`src/rtl/mem_port_arbiter.sv`:
```
`default_nettype none
// ============================================================================
// Module   : mem_port_arbiter
// Purpose  : Round-robin sharing of one line-wide memory port between the
//            I-cache and the D-cache, with per-client completion counters.
// Revision : 1.0 - initial release
// ============================================================================
module mem_port_arbiter #(
    parameter int WORD_SIZE  = 16,
    parameter int QWORD_SIZE = 64,
    parameter int CNT_WIDTH  = 16
) (
    input  logic                  clk,
    input  logic                  reset,
    // I-cache client
    input  logic                  i_read_m,
    input  logic                  i_write_m,
    input  logic [WORD_SIZE-1:0]  i_addr,
    input  logic [WORD_SIZE-1:0]  i_size,
    input  logic [QWORD_SIZE-1:0] i_wdata,
    output logic [QWORD_SIZE-1:0] i_rdata,
    output logic                  i_ready,
    // D-cache client
    input  logic                  d_read_m,
    input  logic                  d_write_m,
    input  logic [WORD_SIZE-1:0]  d_addr,
    input  logic [WORD_SIZE-1:0]  d_size,
    input  logic [QWORD_SIZE-1:0] d_wdata,
    output logic [QWORD_SIZE-1:0] d_rdata,
    output logic                  d_ready,
    // Shared memory port
    output logic                  m_read_m,
    output logic                  m_write_m,
    output logic [WORD_SIZE-1:0]  m_addr,
    output logic [WORD_SIZE-1:0]  m_size,
    output logic [QWORD_SIZE-1:0] m_wdata,
    input  logic [QWORD_SIZE-1:0] m_rdata,
    input  logic                  m_ready,
    // Performance counters
    output logic [CNT_WIDTH-1:0]  i_grant_cnt,
    output logic [CNT_WIDTH-1:0]  d_grant_cnt
);

    typedef enum logic [1:0] {
        ST_IDLE   = 2'd0,
        ST_BUSY_I = 2'd1,
        ST_BUSY_D = 2'd2
    } state_t;

    state_t r_state;
    state_t w_state_nxt;
    logic   r_last_d;       // 1 when the most recent grant went to the D-cache
    logic   w_i_req;
    logic   w_d_req;
    logic   w_grant_i;
    logic   w_grant_d;
    logic   w_done;

    always_comb begin
        w_i_req     = i_read_m | i_write_m;
        w_d_req     = d_read_m | d_write_m;
        w_grant_i   = 1'b0;
        w_grant_d   = 1'b0;
        w_done      = 1'b0;
        w_state_nxt = r_state;
        i_ready     = 1'b0;
        d_ready     = 1'b0;
        i_rdata     = '0;
        d_rdata     = '0;
        case (r_state)
            ST_IDLE: begin
                // On a tie the client that did not win last time goes first
                w_grant_d = w_d_req & (~w_i_req | ~r_last_d);
                w_grant_i = w_i_req & ~w_grant_d;
                if (w_grant_d) begin
                    w_state_nxt = ST_BUSY_D;
                end else if (w_grant_i) begin
                    w_state_nxt = ST_BUSY_I;
                end
            end
            ST_BUSY_I: begin
                i_ready = m_ready;
                i_rdata = m_rdata;
                w_done  = m_ready;
                if (m_ready) begin
                    w_state_nxt = ST_IDLE;
                end
            end
            ST_BUSY_D: begin
                d_ready = m_ready;
                d_rdata = m_rdata;
                w_done  = m_ready;
                if (m_ready) begin
                    w_state_nxt = ST_IDLE;
                end
            end
            default: begin
                w_state_nxt = ST_IDLE;
            end
        endcase
    end

    always_ff @(posedge clk) begin
        if (reset) begin
            r_state <= ST_IDLE;
        end else begin
            r_state <= w_state_nxt;
        end
    end

    always_ff @(posedge clk) begin
        if (reset) begin
            r_last_d    <= 1'b0;
            m_read_m    <= 1'b0;
            m_write_m   <= 1'b0;
            m_addr      <= '0;
            m_size      <= '0;
            m_wdata     <= '0;
            i_grant_cnt <= '0;
            d_grant_cnt <= '0;
        end else if (w_grant_d) begin
            // Write takes precedence if a client raises both strobes
            m_addr    <= d_addr;
            m_size    <= d_size;
            m_wdata   <= d_wdata;
            m_write_m <= d_write_m;
            m_read_m  <= d_read_m & ~d_write_m;
            r_last_d  <= 1'b1;
        end else if (w_grant_i) begin
            m_addr    <= i_addr;
            m_size    <= i_size;
            m_wdata   <= i_wdata;
            m_write_m <= i_write_m;
            m_read_m  <= i_read_m & ~i_write_m;
            r_last_d  <= 1'b0;
        end else if (w_done) begin
            m_read_m  <= 1'b0;
            m_write_m <= 1'b0;
            if (r_state == ST_BUSY_I && i_grant_cnt != '1) begin
                i_grant_cnt <= i_grant_cnt + CNT_WIDTH'(1);
            end
            if (r_state == ST_BUSY_D && d_grant_cnt != '1) begin
                d_grant_cnt <= d_grant_cnt + CNT_WIDTH'(1);
            end
        end
    end

endmodule
`default_nettype wire

```
`config.mk`:
```
export PLATFORM = sky130hd
export DESIGN_NAME = mem_port_arbiter
export DESIGN_NICKNAME = d
export VERILOG_FILES = /design/src/rtl/mem_port_arbiter.sv
export SDC_FILE = /design/constraint.sdc
export NUM_CORES = 1
export LEC_CHECK = 0
export BUFFER_PORTS_ARGS = -buffer_cell sky130_fd_sc_hd__clkbuf_2
export CORE_AREA = 3 3 203 205
export CTS_CLUSTER_SIZE = 28
export DETAILED_ROUTE_END_ITERATION = 7
export DIE_AREA = 0 0 206 208
export HOLD_SLACK_MARGIN = 0.08
export SLEW_MARGIN = 20
export SYNTH_ARGS = -nofsm -noshare
export SYNTH_HDL_FRONTEND = slang
export SYNTH_SLANG_ARGS = --single-unit
export TNS_END_PERCENT = 10
```
`constraint.sdc`:
```
create_clock -name clk -period 2.75 [get_ports clk]
set_clock_uncertainty 0.2 [all_clocks]
set_input_delay 0.4125 -clock clk [delete_from_list [all_inputs] [get_ports clk]]
set_output_delay 0.4125 -clock clk [all_outputs]
set_load 0.02 [all_outputs]
```
Yosys cells after proc, flatten, opt, wreduce, memory -nomap -nowiden
Index checks and enable logic that the tools add are counted.

cells by class
  $add $sub $neg = 2
  $mul = 0
  div/mod/pow operators = 0
  order comparisons = 0
  equal/unequal tests = 6
  shift-type cells = 0
  muxes and demuxes = 24
  bitwise operators = 14
  reduce and logical (&&, ||, !) cells = 9

operator list
  operator                 number
  $mux W64                 4
  $mux W16                 4
  $add A16 B1 Y16 const B  2
  $ne A16 B16 Y1 const B   2
  $mux W1                  12
  $reduce_and A4 Y1        2
  $not A1 Y1               7
  $mux W2                  3
  $and A1 B1 Y1            4
  $pmux W2 S2              1
  $ne A3 B3 Y1 const B     1
  $or A1 B1 Y1             3
  $reduce_bool A3 Y1       1
  $eq A2 B1 Y1 const B     1
  $eq A2 B2 Y1 const B     1
  $logic_and A1 B1 Y1      2
  $logic_not A2 Y1         1
  $ne A2 B1 Y1 const B     1
  $reduce_and A2 Y1        1
  $reduce_bool A2 Y1       1
  $reduce_or A2 Y1         1

word-level totals
  register bits = 133
  bits in latches = 0
  RAM bits = 0
  ROM bits = 0
  bits of input ports = 263
  word-level logic and storage cells = 64
  memories kept = 0

Logic depth before layout (Yosys ltp)
Gate-level depths: netlist of run 1.

  depth in word-level cells = 9
  depth in mapped cells = 9
  gate-level depth less buffers = 7

Worst setup path before layout of run 1
No wires, ideal clock.

  path type = flip-flop to flip-flop
  start point = register i_grant_cnt[0]
  end point = register i_grant_cnt[0]
  library setup time = 0.128 ns
  arrival = 2.038 ns
  required time = 2.422 ns
  setup slack = 0.385 ns
  cell stages (with the launch flop) = 8
  buffers on the path = 1
  path through = dfxtp_1 -> ha_1 -> nand4_1 -> nor4_1 -> clkbuf_1 -> nor2_1 -> xnor2_1 -> nor2_1

between the ends
  word-level cells in the longest chain between the ends = 3
  elaborated cells on any way between the ends = 4

ends and longest elaborated chain
  element                                                                  RTL line  source
  start, declared                                                          40        output logic [CNT_WIDTH-1:0] i_grant_cnt,
  start signal, assigned                                                   140       i_grant_cnt <= i_grant_cnt + CNT_WIDTH'(1);
  parallel branches: the longest is 3 deep, another holds $add A16 B1 Y16  -

Parallel ways; which one is timed is not known.
A chain may end at the register's enable or synchronous reset.

Worst setup path after layout of run 1
  start point = register r_state[0]
  end point = output d_rdata[54]

between the ends
  word-level cells in the longest chain between the ends = 2

ends and longest elaborated chain
  element                 RTL line  source
  start, declared         50        state_t r_state;
  start signal, assigned  107       r_state <= w_state_nxt;
  $eq A2 B2 Y1            70        case (r_state)
  $mux W64                70
  end, declared           29        output logic [QWORD_SIZE-1:0] d_rdata,

Every way passes these cells.

==> results of run 1 <==
-- worst max-delay path: stages, from the launching register on --
cell and delay, ns:
dfxtp_1 0.31, inv_1 0.09, ha_2 0.24, buf_4 0.43
and2_1 0.27, clkbuf_2 0.20
-- logic make-up after synthesis --
family / Yosys count / share of synthesized area, %
AND/OR/NAND/NOR: 330 / 26.0
adder cells (fa/ha/maj): 5 / 0.959
flip-flops: 133 / 40.8
multiplexers: 3 / 0.499
AO/OA/AOI/OAI: 223 / 23.5
XOR/XNOR: 26 / 3.49
buffers and inverters: 81 / 4.70
-- layout make-up --
type | instances | share of cell area [%]
Multi-Input combinational cell | 587 | 34.0
Tap cell | 525 | 6.22
Clock inverter | 13 | 1.85
Sequential cell | 133 | 25.2
Clock buffer | 19 | 4.29
Antenna cell | 6 | 0.142
Inverter | 8 | 0.284
Timing Repair Buffer | 557 | 28.0
-- placed cells by master (no fill, tap or decap), types with 5 or more instances in the layout --
| master | n |
|---|---|
| xnor2_1 | 26 |
| buf_4 | 14 |
| nand2_1 | 108 |
| nor2_1 | 39 |
| nand3_1 | 12 |
| a211oi_1 | 5 |
| dfxtp_1 | 133 |
| nor4_1 | 7 |
| clkbuf_16 | 17 |
| clkbuf_2 | 521 |
| nand4_1 | 7 |
| diode_2 | 6 |
| a21oi_1 | 106 |
| inv_1 | 8 |
| dlygate4sd3_1 | 20 |
| and2_1 | 130 |
| nor3_1 | 8 |
| o221ai_1 | 96 |
-- metrics by stage --
step	instance area, µm²	util (%)	setup slack (ns)
after detailed placement	9700	24.5	0.192
after floorplan	6520	-	0.385
final	10600	26.6	0.141
after global placement	9700	24.5	0.185
after CTS	10500	26.6	0.0944
after global routing	10600	26.6	0.0279
-- Yosys cell counts (4+ instances only) --
cell type and count:
nand3_1 12, ha_1 5, clkbuf_1 64, xnor2_1 26, a211oi_1 5, nor2_1 40, nand2_1 108, a21oi_1 106
nor4_1 8, o221ai_1 96, nor3_1 8, and2_1 130, and3_1 4, inv_1 8, o21ai_0 4, nand4_1 7
buf_1 7, dfxtp_1 133
-- metal layers --
layer	vias up	global-route usage, %	part of all wire (%)
li1	3886	-	-
met1	3731	13.7	36
met2	408	25.3	52
met3	51	4.16	8.5
met4	2	6.84	3.7
met5	-	0	0.042
-- sequential cells by signal, indices dropped and copies added, names as in the netlist --
| name | flops |
|---|---|
| d_grant_cnt | 16 |
| i_grant_cnt | 16 |
| m_addr | 16 |
| m_read_m | 1 |
| m_size | 16 |
| m_wdata | 64 |
| m_write_m | 1 |
| r_last_d | 1 |
| r_state | 2 |
-- power by group through the flow --
stage / Clock, mW / Sequential [mW] / Combinational (mW)
after global placement: 0 / 2.43 / 2.92
after detailed placement: 0 / 2.44 / 2.94
after global routing: 2.67 / 2.44 / 3.17
after CTS: 2.59 / 2.40 / 2.97
after floorplan: 0 / 2.80 / 1.46
final: 2.49 / 2.40 / 2.93
-- repair_timing --
action	CTS	global route
hold endpoints to repair	20	0
buffers inserted	0	0
hold buffers	20	0
-- final timing paths --
check / endpoint / slack (ns) / cells after the start
max: d_rdata[54] / 0.14 / 5
max reg2reg: m_wdata[5] / 0.36 / 6
min reg2reg: m_wdata[44] / 0.25 / 2
min: m_wdata[23] / 0.11 / 3
==> metrics, run 1 <==
Starting DRT DRC Count=457; worst hold margin=0.113 ns; Sequential Power Share=30.7%; die area=42800 µm²; post_cts resized=0; leading post-synthesis cells by cell area=dfxtp_1 (41%), o221ai_1 (13%), and2_1 (12%); initial antenna violation count=12; syn_nets=1069; largest net degree at the start of global routing=99; Fin. Hold Viols=0; clock power share=31.8%; layout cells sized above 1=44.0%; Clock Tree Root=clkbuf_16; syn avg cell area=8.14 µm²; crit path from=r_state[0]; Worst setup EP type=output pin; setup tns final=0 ns; worst rel slew slack=33.5%; Pwr per Cell Area=740 nW/µm²; Die Y=208 µm; Site Rows=73; Num Clock Sinks=133; H-tree depth=4; worst-skew pair later-pin latency=0.44 ns; die width=206 µm; Pleak=4.83 nW; final count of negative-setup-slack endpoints=0; DRC Markers=0; non-filler cells, final=1848; post-synth top area share=40.8%; Power Total=7.82 mW; IO Port Bufs=522; # placed instances=1790; Post-Syn Area=6520 µm²; ys flop type=dfxtp_1; Worst Hold Class=input pin to flip-flop; f_max=383 MHz; fill count=4334; status=complete, no violations; crit path launch type=flip-flop; Max Slew Vio Count=0; Max IR drop VDD=0.000363 V; Psw=2.98 mW; grt ovf=0; area leader, netlist=dfxtp_1; clk slew on worst S/H paths=0.06 ns; Final ANT Viol Nets=0; RR Startpoint=r_state[1]; nets@finish=1572; crit path kind=flip-flop to output pin; RSZ-0062 raised after global routing=no; clk buf depth=2; routed via count=8078; Initial Utilization=16.5%; multi-input logic area=3590 µm²; Net Sw Frac=38.1%; post-synthesis register bit count=133; hold path startpoint=i_wdata[23]; Num CTS Buffers=17; # Max-Cap Violations=0; vias in the first global route=7654; Synth Warn #=0; Gate power share=37.5%; DR pass1 iterations=5; DP HPWL=25.3 mm; CTS tree=done; worst path arrival time=2.00 ns; Synth Instances=801; Final Critical Period=2.61 ns; Final GP Congestion=0.941; P_int=4.84 mW; DR vias/cell=4.37; register area=2660 µm²; register area share after synthesis=40.8%; Ports=523; DR WL/cell=16.9 µm; Synth-to-Final Area Change=61.9%; Period Utilization, post-route=94.9%; total track usage=13.7%; CP required=2.14 ns; Core Area=39600 µm²; Slew @ Worst Pin=0.997 ns; asr flop ratio synth=0%; Yosys cell types=39; number of synthesized flops with an enable pin=0; Max FO, Critical Path=65; DRT Wirelength=31.2 mm; first-pass GRT wire length=44.2 mm
(Power assumes the default switching activity.)
==> run 2: changes to the inputs <==
--- a/config.mk
+++ b/config.mk
@@ -10,6 +10,7 @@
 export CTS_CLUSTER_SIZE = 28
 export DETAILED_ROUTE_END_ITERATION = 7
 export DIE_AREA = 0 0 206 208
+export GPL_TIMING_DRIVEN = 0
 export HOLD_SLACK_MARGIN = 0.08
 export SLEW_MARGIN = 20
 export SYNTH_ARGS = -nofsm -noshare
==> metrics, run 2 (same netlist as run 1, synthesis figures left out) <==
status=complete, no violations; final count of negative-setup-slack endpoints=0 (unchanged); die area=42800 µm² (unchanged); Worst Hold Class=input pin to flip-flop; grt ovf=0 (unchanged); RSZ-0062 raised after global routing=yes; Ports=523 (unchanged); Starting DRT DRC Count=515 (+13%); Pleak=4.79 nW (-0.78%); total track usage=16.7% (+3.0 points); worst-skew pair later-pin latency=0.42 ns (-0.02 ns); Clock Tree Root=clkbuf_16; Top reg by flops=m_wdata; H-tree depth=4 (unchanged); f_max=377 MHz (-1.5%); layout cells sized above 1=43.0% (-1.1 points); max FFs per register=64 (unchanged); most frequent cells in the layout=clkbuf_2 (535), dfxtp_1 (133), and2_1 (130), nand2_1 (108), a21oi_1 (106); CP required=2.14 ns (about the same); worst rel slew slack=32.2% (-1.3 points); clk slew on worst S/H paths=0.06 ns (about the same); Site Rows=73 (unchanged); clk buf depth=2 (unchanged); CTS tree=done; # Max-Cap Violations=0 (unchanged); Worst setup EP type=output pin; Slew @ Worst Pin=1.02 ns (+0.0200 ns); Min-Delay Path Depth=3 (unchanged); Num Clock Sinks=133 (unchanged); largest net degree at the start of global routing=20 (-80%); crit-path cells=inv_1, ha_1, clkbuf_4, clkbuf_1, and2_1, clkbuf_2; # placed instances=1847 (+3.2%); commonest non-fill, non-tap cell in the layout=clkbuf_2; Core Area=39600 µm² (unchanged); crit path max-delay cell type=dfxtp_1; DRC Markers=0 (unchanged); Period Utilization, post-route=96.3% (+1.5 points); Initial Utilization=16.5% (unchanged); DR pass1 iterations=7 (+2); worst path arrival time=2.04 ns (+0.04 ns); DP HPWL=31.3 mm (+24%); Die Y=208 µm (unchanged); max incr delay on CP=0.31 ns (-0.12 ns); nets@finish=1609 (+2.4%); DRT Wirelength=37.5 mm (+20%); Final GP Congestion=0.947 (+0.64%); Hold Path End=m_wdata[27]; crit path launch type=flip-flop; initial antenna violation count=9 (-3); R2R setup slack=0.27 ns (-0.09 ns); non-filler cells, final=1882 (+1.8%); Fin. Hold Viols=0 (unchanged); Final ANT Viol Nets=0 (unchanged); Pwr per Cell Area=769 nW/µm² (+3.9%); RR Startpoint=i_grant_cnt[0]; Util after Layout=26.5% (-0.18 points); DR vias/cell=4.39 (+0.45%); first-pass GRT wire length=52.9 mm (+20%); die width=206 µm (unchanged); DR WL/cell=19.9 µm (+18%); Max FO, Critical Path=10 (-85%); Max IR drop VDD=0.000353 V (-2.9%); Max Slew Vio Count=0 (unchanged); crit path kind=flip-flop to output pin; fill count=4455 (+2.8%); Crit Reg-Reg Endpoint=i_grant_cnt[0]; FF-to-FF path depth=7 (+1); hold path startpoint=i_wdata[27]; Final Critical Period=2.65 ns (+0.0409 ns); IO Port Bufs=521 (-0.19%); Synth-to-Final Area Change=60.8%; vias in the first global route=8356 (+9.2%); routed via count=8264 (+2.3%); Num CTS Buffers=17 (unchanged); CTS Hold Bufs=0 (-100%)
==> run 2: power by group <==
group,switching [mW],internal (mW)
registers,0.164,2.24
logic,2.15,1.04
clock network,0.934,1.53
==> run 2: layer usage <==
layer  vias up  GRT usage (%)  share of wire [%]
met5         -              0                  0
met4         0           6.81                3.5
met3        55           4.16                7.3
met2       404           31.3                 52
met1      3841           17.6                 37
li1       3964              -                  -
==> run 2: worst max-delay path by stage <==
stage	end	from	depth (start not counted)	slack, ns
after floorplan	i_grant_cnt[0]	i_grant_cnt[0]	7	0.38
after global placement	m_wdata[14]	i_write_m	8	-1.54
after detailed placement	m_wdata[25]	d_write_m	7	-1.18
after CTS	d_rdata[28]	r_state[0]	6	0.04
after global routing	i_rdata[26]	r_state[1]	6	-0.06
final	d_rdata[14]	r_state[0]	6	0.10
==> run 2: critical path, delay by kind of cell, from the launching register on <==
kind,cells,cell delay (ns)
adder cells (fa/ha/maj),1,0.28
buffers and inverters,4,0.83
flip-flops,1,0.31
AND/OR/NAND/NOR,1,0.21
==> run 2: area by class of cell <==
class	count	area, µm²	share of cell area (%)
multi-input combinational	587	3580	34.2
tap	525	657	6.26
inverter	8	30.0	0.286
buffer	71	294	2.80
antenna	3	7.51	0.0716
timing repair buffer	523	2620	25.0
sequential	133	2660	25.4
clock inverter	10	145	1.38
clock buffer	22	484	4.62
==> run 2: repair_timing <==
action                                 CTS  global route
setup buffers                            2             0
gates resized for setup                 18             9
setup endpoints to repair              191            62
endpoints found under the hold margin    0             0
pin swaps                                1             0
==> run 2: per-stage QoR <==
step | hold WS [ns] | TNS, ns | setup slack [ns] | cell area (µm²) | total power [mW]
after floorplan | 0.295 | 0 | 0.385 | 6520 | 4.27
after global placement | 0.242 | -95.60 | -1.54 | 9790 | 5.61
after detailed placement | 0.246 | -68.15 | -1.18 | 9790 | 5.64
after CTS | 0.0870 | 0 | 0.0433 | 10500 | 8.16
after global routing | 0.108 | -0.663 | -0.0601 | 10500 | 8.54
final | 0.108 | 0 | 0.101 | 10500 | 8.06
